### src/rtl/router_port_rx.sv
// Receive side of one router input port: serial frame parser, hold register
// and first-word-fall-through payload FIFO with busy_n back-pressure.
module router_port_rx #(
  parameter int FIFO_DEPTH  = 16,
  parameter int PAD_CYCLES  = 5,
  parameter int BUSY_THRESH = 2
) (
  input  logic       clk,
  input  logic       reset,
  input  logic       din,
  input  logic       frame_n,
  input  logic       valid_n,
  output logic       busy_n,
  output logic       out_valid,
  input  logic       out_ready,
  output logic [7:0] out_data,
  output logic [3:0] out_addr,
  output logic       out_last,
  output logic       err_frame,
  output logic       err_ovf
);

  localparam int PTR_W = $clog2(FIFO_DEPTH);
  localparam int CNT_W = PTR_W + 1;
  localparam int PAD_W = (PAD_CYCLES > 1) ? $clog2(PAD_CYCLES) : 1;

  localparam logic [2:0] S_IDLE    = 3'd0;
  localparam logic [2:0] S_ADDR    = 3'd1;
  localparam logic [2:0] S_PAD     = 3'd2;
  localparam logic [2:0] S_PAYLOAD = 3'd3;
  localparam logic [2:0] S_FLUSH   = 3'd4;

  logic [2:0]       state;
  logic [1:0]       addr_cnt;
  logic [2:0]       addr_sr;
  logic [3:0]       pkt_addr;
  logic [PAD_W-1:0] pad_cnt;
  logic [2:0]       bit_cnt;
  logic [6:0]       shift;
  logic [7:0]       hold_data;
  logic             hold_vld;

  logic             push_req;
  logic             push_last;
  logic             byte_done;
  logic [12:0]      push_entry;

  logic [12:0]      mem [FIFO_DEPTH];
  logic [PTR_W-1:0] wr_ptr;
  logic [PTR_W-1:0] rd_ptr;
  logic [CNT_W-1:0] count;
  logic [CNT_W-1:0] count_nxt;
  logic             full;
  logic             push;
  logic             pop;

  // A byte is only pushed once its successor completes (or the frame ends),
  // so the final byte of every packet can be tagged last in FLUSH.
  always_comb begin
    byte_done  = (state == S_PAYLOAD) && !valid_n && (bit_cnt == 3'd7);
    push_req   = 1'b0;
    push_last  = 1'b0;
    if (byte_done && hold_vld) push_req = 1'b1;
    if (state == S_FLUSH) begin
      push_req  = 1'b1;
      push_last = 1'b1;
    end
    push_entry = {pkt_addr, push_last, hold_data};
  end

  always_ff @(posedge clk) begin
    if (reset) begin
      state     <= S_IDLE;
      hold_vld  <= 1'b0;
      err_frame <= 1'b0;
      addr_cnt  <= 2'd0;
      pad_cnt   <= '0;
      bit_cnt   <= 3'd0;
    end else begin
      err_frame <= 1'b0;
      case (state)
        S_IDLE: begin
          if (!frame_n) begin
            addr_sr  <= {din, addr_sr[2:1]};
            addr_cnt <= 2'd1;
            state    <= S_ADDR;
          end
        end
        S_ADDR: begin
          if (frame_n) begin
            err_frame <= 1'b1;
            state     <= S_IDLE;
          end else if (addr_cnt == 2'd3) begin
            pkt_addr <= {din, addr_sr};
            pad_cnt  <= '0;
            state    <= S_PAD;
          end else begin
            addr_sr  <= {din, addr_sr[2:1]};
            addr_cnt <= addr_cnt + 2'd1;
          end
        end
        S_PAD: begin
          if (frame_n) begin
            err_frame <= 1'b1;
            state     <= S_IDLE;
          end else if (pad_cnt == PAD_W'(PAD_CYCLES - 1)) begin
            bit_cnt <= 3'd0;
            state   <= S_PAYLOAD;
          end else begin
            pad_cnt <= pad_cnt + PAD_W'(1);
          end
        end
        S_PAYLOAD: begin
          if (byte_done) begin
            hold_data <= {din, shift};
            hold_vld  <= 1'b1;
            bit_cnt   <= 3'd0;
            if (frame_n) state <= S_FLUSH;
          end else if (frame_n) begin
            err_frame <= 1'b1;
            bit_cnt   <= 3'd0;
            state     <= hold_vld ? S_FLUSH : S_IDLE;
          end else if (!valid_n) begin
            shift   <= {din, shift[6:1]};
            bit_cnt <= bit_cnt + 3'd1;
          end
        end
        S_FLUSH: begin
          hold_vld <= 1'b0;
          // A new frame may start in the flush cycle; pkt_addr stays intact
          // until the new address is complete.
          if (!frame_n) begin
            addr_sr  <= {din, addr_sr[2:1]};
            addr_cnt <= 2'd1;
            state    <= S_ADDR;
          end else begin
            state <= S_IDLE;
          end
        end
        default: state <= S_IDLE;
      endcase
    end
  end

  assign full      = (count == CNT_W'(FIFO_DEPTH));
  assign out_valid = (count != '0);
  assign pop       = out_valid && out_ready;
  assign push      = push_req && (!full || pop);

  always_comb begin
    count_nxt = count;
    if (push && !pop)      count_nxt = count + CNT_W'(1);
    else if (!push && pop) count_nxt = count - CNT_W'(1);
  end

  always_ff @(posedge clk) begin
    if (reset) begin
      wr_ptr  <= '0;
      rd_ptr  <= '0;
      count   <= '0;
      busy_n  <= 1'b1;
      err_ovf <= 1'b0;
    end else begin
      if (push) wr_ptr <= wr_ptr + PTR_W'(1);
      if (pop)  rd_ptr <= rd_ptr + PTR_W'(1);
      count   <= count_nxt;
      busy_n  <= !(count_nxt >= CNT_W'(FIFO_DEPTH - BUSY_THRESH));
      err_ovf <= push_req && !push;
    end
  end

  always_ff @(posedge clk) begin
    if (push) mem[wr_ptr] <= push_entry;
  end

  assign {out_addr, out_last, out_data} = mem[rd_ptr];

endmodule

### config.mk
export PLATFORM = sky130hd
export DESIGN_NAME = router_port_rx
export DESIGN_NICKNAME = d
export VERILOG_FILES = /design/src/rtl/router_port_rx.sv
export SDC_FILE = /design/constraint.sdc
export NUM_CORES = 1
export LEC_CHECK = 0
export ABC_AREA = 1
export CAP_MARGIN = 20
export CORE_UTILIZATION = 40
export DETAILED_ROUTE_END_ITERATION = 10
export DONT_BUFFER_PORTS = 1
export SLEW_MARGIN = 0
export SYNTH_ARGS = -nofsm -noshare
export SYNTH_HDL_FRONTEND = slang
export SYNTH_SLANG_ARGS = --single-unit
### constraint.sdc
create_clock -name clk -period 2.82 [get_ports clk]
set_clock_uncertainty 0.2 [all_clocks]
set_input_delay 0.564 -clock clk [delete_from_list [all_inputs] [get_ports clk]]
set_output_delay 0.564 -clock clk [all_outputs]
set_load 0.01 [all_outputs]
# Word-level counts from Yosys, hierarchy flattened
# Memories as Yosys holds them, arrays and structs flattened. A register that Yosys moved wholly into a read port is not among the register bits.
# Cells that the tools add are included.
dict set report classes {
  addsub 7
  n_lt_le_gt_ge 1
  n_eq_ne 21
  n_mux 44
  bitwise_logic 4
  n_reduce_logical 31
}
# operator n
set ops {}
lappend ops {{two-way mux 3 bit} 21}
lappend ops {{!= test 2 bit, second input constant} 10}
lappend ops {{one-hot mux 3 bit (2 select lines)} 3}
lappend ops {{AND reduction 4 bit} 4}
lappend ops {{one-hot mux 3 bit (5 select lines)} 1}
lappend ops {{AND reduction 5 bit} 3}
lappend ops {{two-way mux 5 bit} 2}
lappend ops {{== test 3 bit, second input constant} 3}
lappend ops {{two-way mux 1 bit} 9}
lappend ops {{adder 4 x 1 -> 4 bit, second input constant} 2}
lappend ops {{logical AND 1 bit} 8}
lappend ops {{two-way mux 4 bit} 2}
lappend ops {{nonzero test 2 bit} 4}
lappend ops {{adder 3 x 1 -> 3 bit, second input constant} 2}
lappend ops {{== test 3 x 2 -> 1 bit, second input constant} 2}
lappend ops {{two-way mux 2 bit} 3}
lappend ops {{!= test 3 bit, second input constant} 2}
lappend ops {{adder 5 x 1 -> 5 bit, second input constant} 1}
lappend ops {{== test 5 bit, second input constant} 1}
lappend ops {{>= comparator 5 x 4 -> 1 bit, second input constant} 1}
lappend ops {{logical NOT 1 bit} 5}
lappend ops {{nonzero test 5 bit} 1}
lappend ops {{subtractor 5 x 1 -> 5 bit, second input constant} 1}
lappend ops {{!= test 4 bit, second input constant} 1}
lappend ops {{other kinds (11)} 16}
dict set report word_totals {
  register_bits 50
  ramBits 208
  input_bits 6
  output_inout_bits 17
  word_cells 124
  memories 1
}
# name words word_bits rd rd_clocked_by_memory_dff write_ports line
set memory_table {}
lappend memory_table {mem 16 13 1 1 1 48} ;# logic [12:0] mem [FIFO_DEPTH];

# Depth between registers and ports, before layout
dict set report logic_depth {
  depth_word 13
  ltp_mapped 13
  mapped_depth_nobuf 13
}

# Worst setup path before layout
# Ideal clock, no wire load.
dict set report synth_timing {
  kind {in2reg}
  from {input reset}
  to {register shift[0], enable pin}
  setup_time_ps 390
  arrival_time_ps 1840
  t_required_ps 2230
  slack_ps 390
  cell_stages 4
  n_path_buf 1
  path_cell_list {clkbuf_1 -> inv_1 -> nand2_1 -> nor4_1}
}
dict set report synth_between {
  elab_chain_cells 2
}
# element line
set synth_lines {}
lappend synth_lines {{from (decl)} 9} ;# input logic reset,
lappend synth_lines {{NOT 1 bit (no source line)} n/a}
lappend synth_lines {{AND reduction 5 bit (no source line)} n/a}
lappend synth_lines {{to (signal assigned)} 124} ;# shift <= {din, shift[6:1]};
lappend synth_lines {{to (decl)} 39} ;# logic [6:0] shift;
# Every way passes these cells.
# A chain may end at the register's enable or synchronous reset.

==> summary.md <==
For this run, the total global-route usage over all layers was measured as 16.4%. Launching point of the worst reg2reg path: count[0]. The static leakage is 0.00421 uW.

For the total half-perimeter wirelength after legalization and detailed placement, the log shows 13,200 um. The run gives 2.06 ns as the required arrival time at the worst endpoint. Once layout is complete, the cells apart from fillers number 1,195. In this run the horizontal extent of the chip is 166 um. The worst register-to-register path ends at mem[11][5].

STA classifies the critical path startpoint as a flop. In this run, placement finished with an instance count of 1,140. The tool flagged a number of max-cap violations equal to 0. Setup repair after global routing could not meet its margin everywhere.

The H-tree depth reported by CTS is 1, and the yosys synthesis warning count is 0. The routed wire length is 22,400 um. The floorplan row count is 59, and the total iterations of the first detailed-routing run is 7.

The run gives 76 as the maximum number of pins on one net before global-route repair. In the routed layout, each cell is associated on average with a via count of 5.18. The total area inside the core boundary comes to 26,100 um2. The checks that failed: DRC.

The fraction of synthesized cell area taken by the top area cell type was 64.5%. From synthesis to final layout, the design area changed by 13.7%. The count of state elements after synthesis works out to 262. The count of flip-flops with a built-in enable after synthesis came out at 230. After detailed routing, the average wire length per cell comes to 18.8 um. The worst path in the final design needs a cycle of 2.77 ns, including I/O delays and setup.

The sequential fraction of the synthesis area was 70.4%. The data arrival time of the critical path was 2.01 ns. The number of routed nets with antenna violations is 0. The number of setup violations in the final report is 0, and the async set or reset register ratio after synthesis is 0%.

The tools report the total count of hold-check failures in the final report as 0. Among all flip-flop cells after synthesis, the most frequent one is sky130_fd_sc_hd__edfxtp_1. The highest net fanout along the worst path is 33, and the post-CTS repair timing setup buffer count is 0.

In this run the deepest clock path goes through 3 buffers. The tools report the via count of the first global-routing pass as 6,082. The count of vias placed by the detailed router is 6,196, and the total power per unit cell area is 837 nW/um2. The worst pin sits at a relative slew slack of 52.5%. The kind of capture point of the worst setup path is an output port.

The die is 166 um tall. For the number of ports placed on the die boundary, the log shows 23. The logs give 7550 um2 for the storage element area and 857 for the post-layout net count.

For the clock latency on the worst-skew pair, the log shows 0.53 ns. The flow ran to the end, but the final reports show violations. The run gives 10,200 uW as the total power after layout. After global routing the overflow that remains totals 0.

Adding up every negative setup slack in the final design gives 0 ns. In the final layout, the multi-input gates occupy 2640 um2. A synthesized cell averages 13.1 um2. Cell area after technology mapping: 10,700 um2.

The logs give 6 for the remaining design rule violation count and 361 MHz for the highest achievable clock rate. After layout, the worst path uses 98.3% of the clock period. TritonCTS built the clock tree. The library cell used most frequently in the layout, excluding fill and tap cells, is sky130_fd_sc_hd__edfxtp_1.

At the end of routability-driven placement, the weighted congestion stood at 0.792. The transition time at the pin with the least slew margin works out to 0.710 ns. The number of cells on the worst reg-to-reg path is 10. The largest total area in the synthesized netlist belongs to sky130_fd_sc_hd__edfxtp_1. For the instance count of the mapped netlist, the log shows 818. The tools report the clock sink count as 262. The first global-routing pass estimated 35,000 um of wire.

The number of library cell types mapped by synthesis was 37. The tools report the number of buffers inserted during clock tree synthesis as 28. The endpoint with the worst hold slack was state[1]. The number of DRC markers in iteration 0 is 504, and the initial core utilization is 41.0%. The final max-slew violation count came out at 0. The number of inserted diodes is 0.

Buffers placed on the I/O ports in this run total 0. When the netlist entered floorplanning its net count stood at 836. The tools report the fill cell total of the finished layout as 2,350. The root buffer cell chosen for the clock tree is sky130_fd_sc_hd__clkbuf_16. The top cell types in the final layout, fill and taps aside, are 230 x sky130_fd_sc_hd__edfxtp_1, 84 x sky130_fd_sc_hd__inv_1, 76 x sky130_fd_sc_hd__o21ai_0.

Across the VDD grid, the largest voltage drop is 0.000529 V. In the post-synthesis netlist, the biggest area contributors are sky130_fd_sc_hd__edfxtp_1 64%, sky130_fd_sc_hd__dfxtp_1 6.0%, sky130_fd_sc_hd__mux2i_1 4.9%, sky130_fd_sc_hd__o211ai_1 3.6%, sky130_fd_sc_hd__o21ai_0 3.5%. The tightest min-delay check is of the input port to flop type.

Clock-pin slew was measured on the worst setup and hold paths at 0.06 ns. Counting instances, the worst hold path has a depth of 2. Cells with a size suffix above 1 make up 11.9% of the layout. The worst hold path begins at frame_n. The worst reg-to-reg setup slack came out at 0.60 ns. The critical path class was flop to output port. The tools report the number of antenna violations at the first check in global routing as 0.

The die covers 27,400 um2.
==> cell type report <==
type                    instances  area share (%)
clock buffers                  31            5.84
well taps                     335            3.44
clock inverters                20            1.63
multi-input cells             423            21.7
flip-flops and latches        262            62.0
inverters                      93            2.88
repair buffers                 31            2.53
==> power breakdown <==
| group | leakage [uW] | switching [uW] | internal (uW) |
|---|---|---|---|
| logic | 0.00145 | 1440 | 838 |
| registers | 0.00232 | 113 | 4240 |
| clock network | 0.000448 | 1470 | 2100 |
| total | 0.00421 | 3030 | 7180 |
==> through the flow <==
stage          setup WS [ns]  hold WS [ns]  cell area, um2  util [%]
2_1_floorplan          0.390         0.200           10700         -
6_report              0.0490        0.0456           12200      46.6
4_1_cts               0.0555        0.0238           12200      46.5
3_3_place_gp           0.633         0.201           11200      42.9
3_5_place_dp           0.613         0.210           11200      42.9
5_1_grt              -0.0537        0.0415           12200      46.6
==> cells in the mapped netlist, types with 12 or more instances <==
| cell type | instances |
|---|---|
| sky130_fd_sc_hd__edfxtp_1 | 230 |
| sky130_fd_sc_hd__inv_1 | 84 |
| sky130_fd_sc_hd__o21ai_0 | 76 |
| sky130_fd_sc_hd__a21oi_1 | 68 |
| sky130_fd_sc_hd__mux2i_1 | 52 |
| sky130_fd_sc_hd__o211ai_1 | 52 |
| sky130_fd_sc_hd__nand2_1 | 51 |
| sky130_fd_sc_hd__nor2_1 | 35 |
| sky130_fd_sc_hd__dfxtp_1 | 32 |
| sky130_fd_sc_hd__nand3_1 | 32 |
| sky130_fd_sc_hd__clkbuf_1 | 23 |
| sky130_fd_sc_hd__ha_1 | 12 |
==> worst max-delay path by stage <==
stage,from,end,slack (ns),depth (start not counted)
after CTS,flop,out_addr[0],0.06,5
after global routing,flop,out_addr[0],-0.05,5
final,flop,out_data[1],0.05,6
after detailed placement,bit_cnt[0],mem[14][3],0.61,9
after floorplan,reset,shift[0],0.39,4
after global placement,flop,out_addr[0],0.63,5
==> cells by family (layout without fill, tap and decap cells) <==
logic type,Yosys count,after routing,share of synthesized area (%)
buffers and inverters,133,175,4.90
xor gates and xnor gates,3,3,0.245
muxes,52,52,4.86
DFF,262,262,70.4
and+or+nand+nor,150,150,7.19
AOI/OAI and AO/OA,206,206,11.0
adders and majority gates,12,12,1.40
==> timing repair <==
action,in CTS,in global routing
setup endpoints to repair,0,9
gates resized for setup,0,1
hold buffers,3,0
endpoints found under the hold margin,11,0
==> flip-flops by register name, indices dropped and copies added (netlist names), named ones only <==
register	flops
mem	208
hold_data	8
shift	7
count	5
pkt_addr	4
rd_ptr	4
wr_ptr	4
addr_sr	3
bit_cnt	3
pad_cnt	3
state	3
addr_cnt	2
busy_n	1
err_frame	1
err_ovf	1
hold_vld	1
==> metal layers <==
metal  share of wire (%)  track usage [%]
met1                  46             22.8
met5                   0                0
met3                 4.6             2.22
met2                  48             27.4
met4                 1.8             3.78
==> worst max-delay path, cell delays in order (launching register included) <==
cell and delay [ns]:
sky130_fd_sc_hd__dfxtp_4 0.38, sky130_fd_sc_hd__buf_4 0.36, sky130_fd_sc_hd__a21oi_1 0.12, sky130_fd_sc_hd__o21ai_0 0.14
sky130_fd_sc_hd__o211ai_1 0.18, sky130_fd_sc_hd__nand3_1 0.17, sky130_fd_sc_hd__nand2_1 0.12
Note: power is estimated with default switching activity, not from simulation.
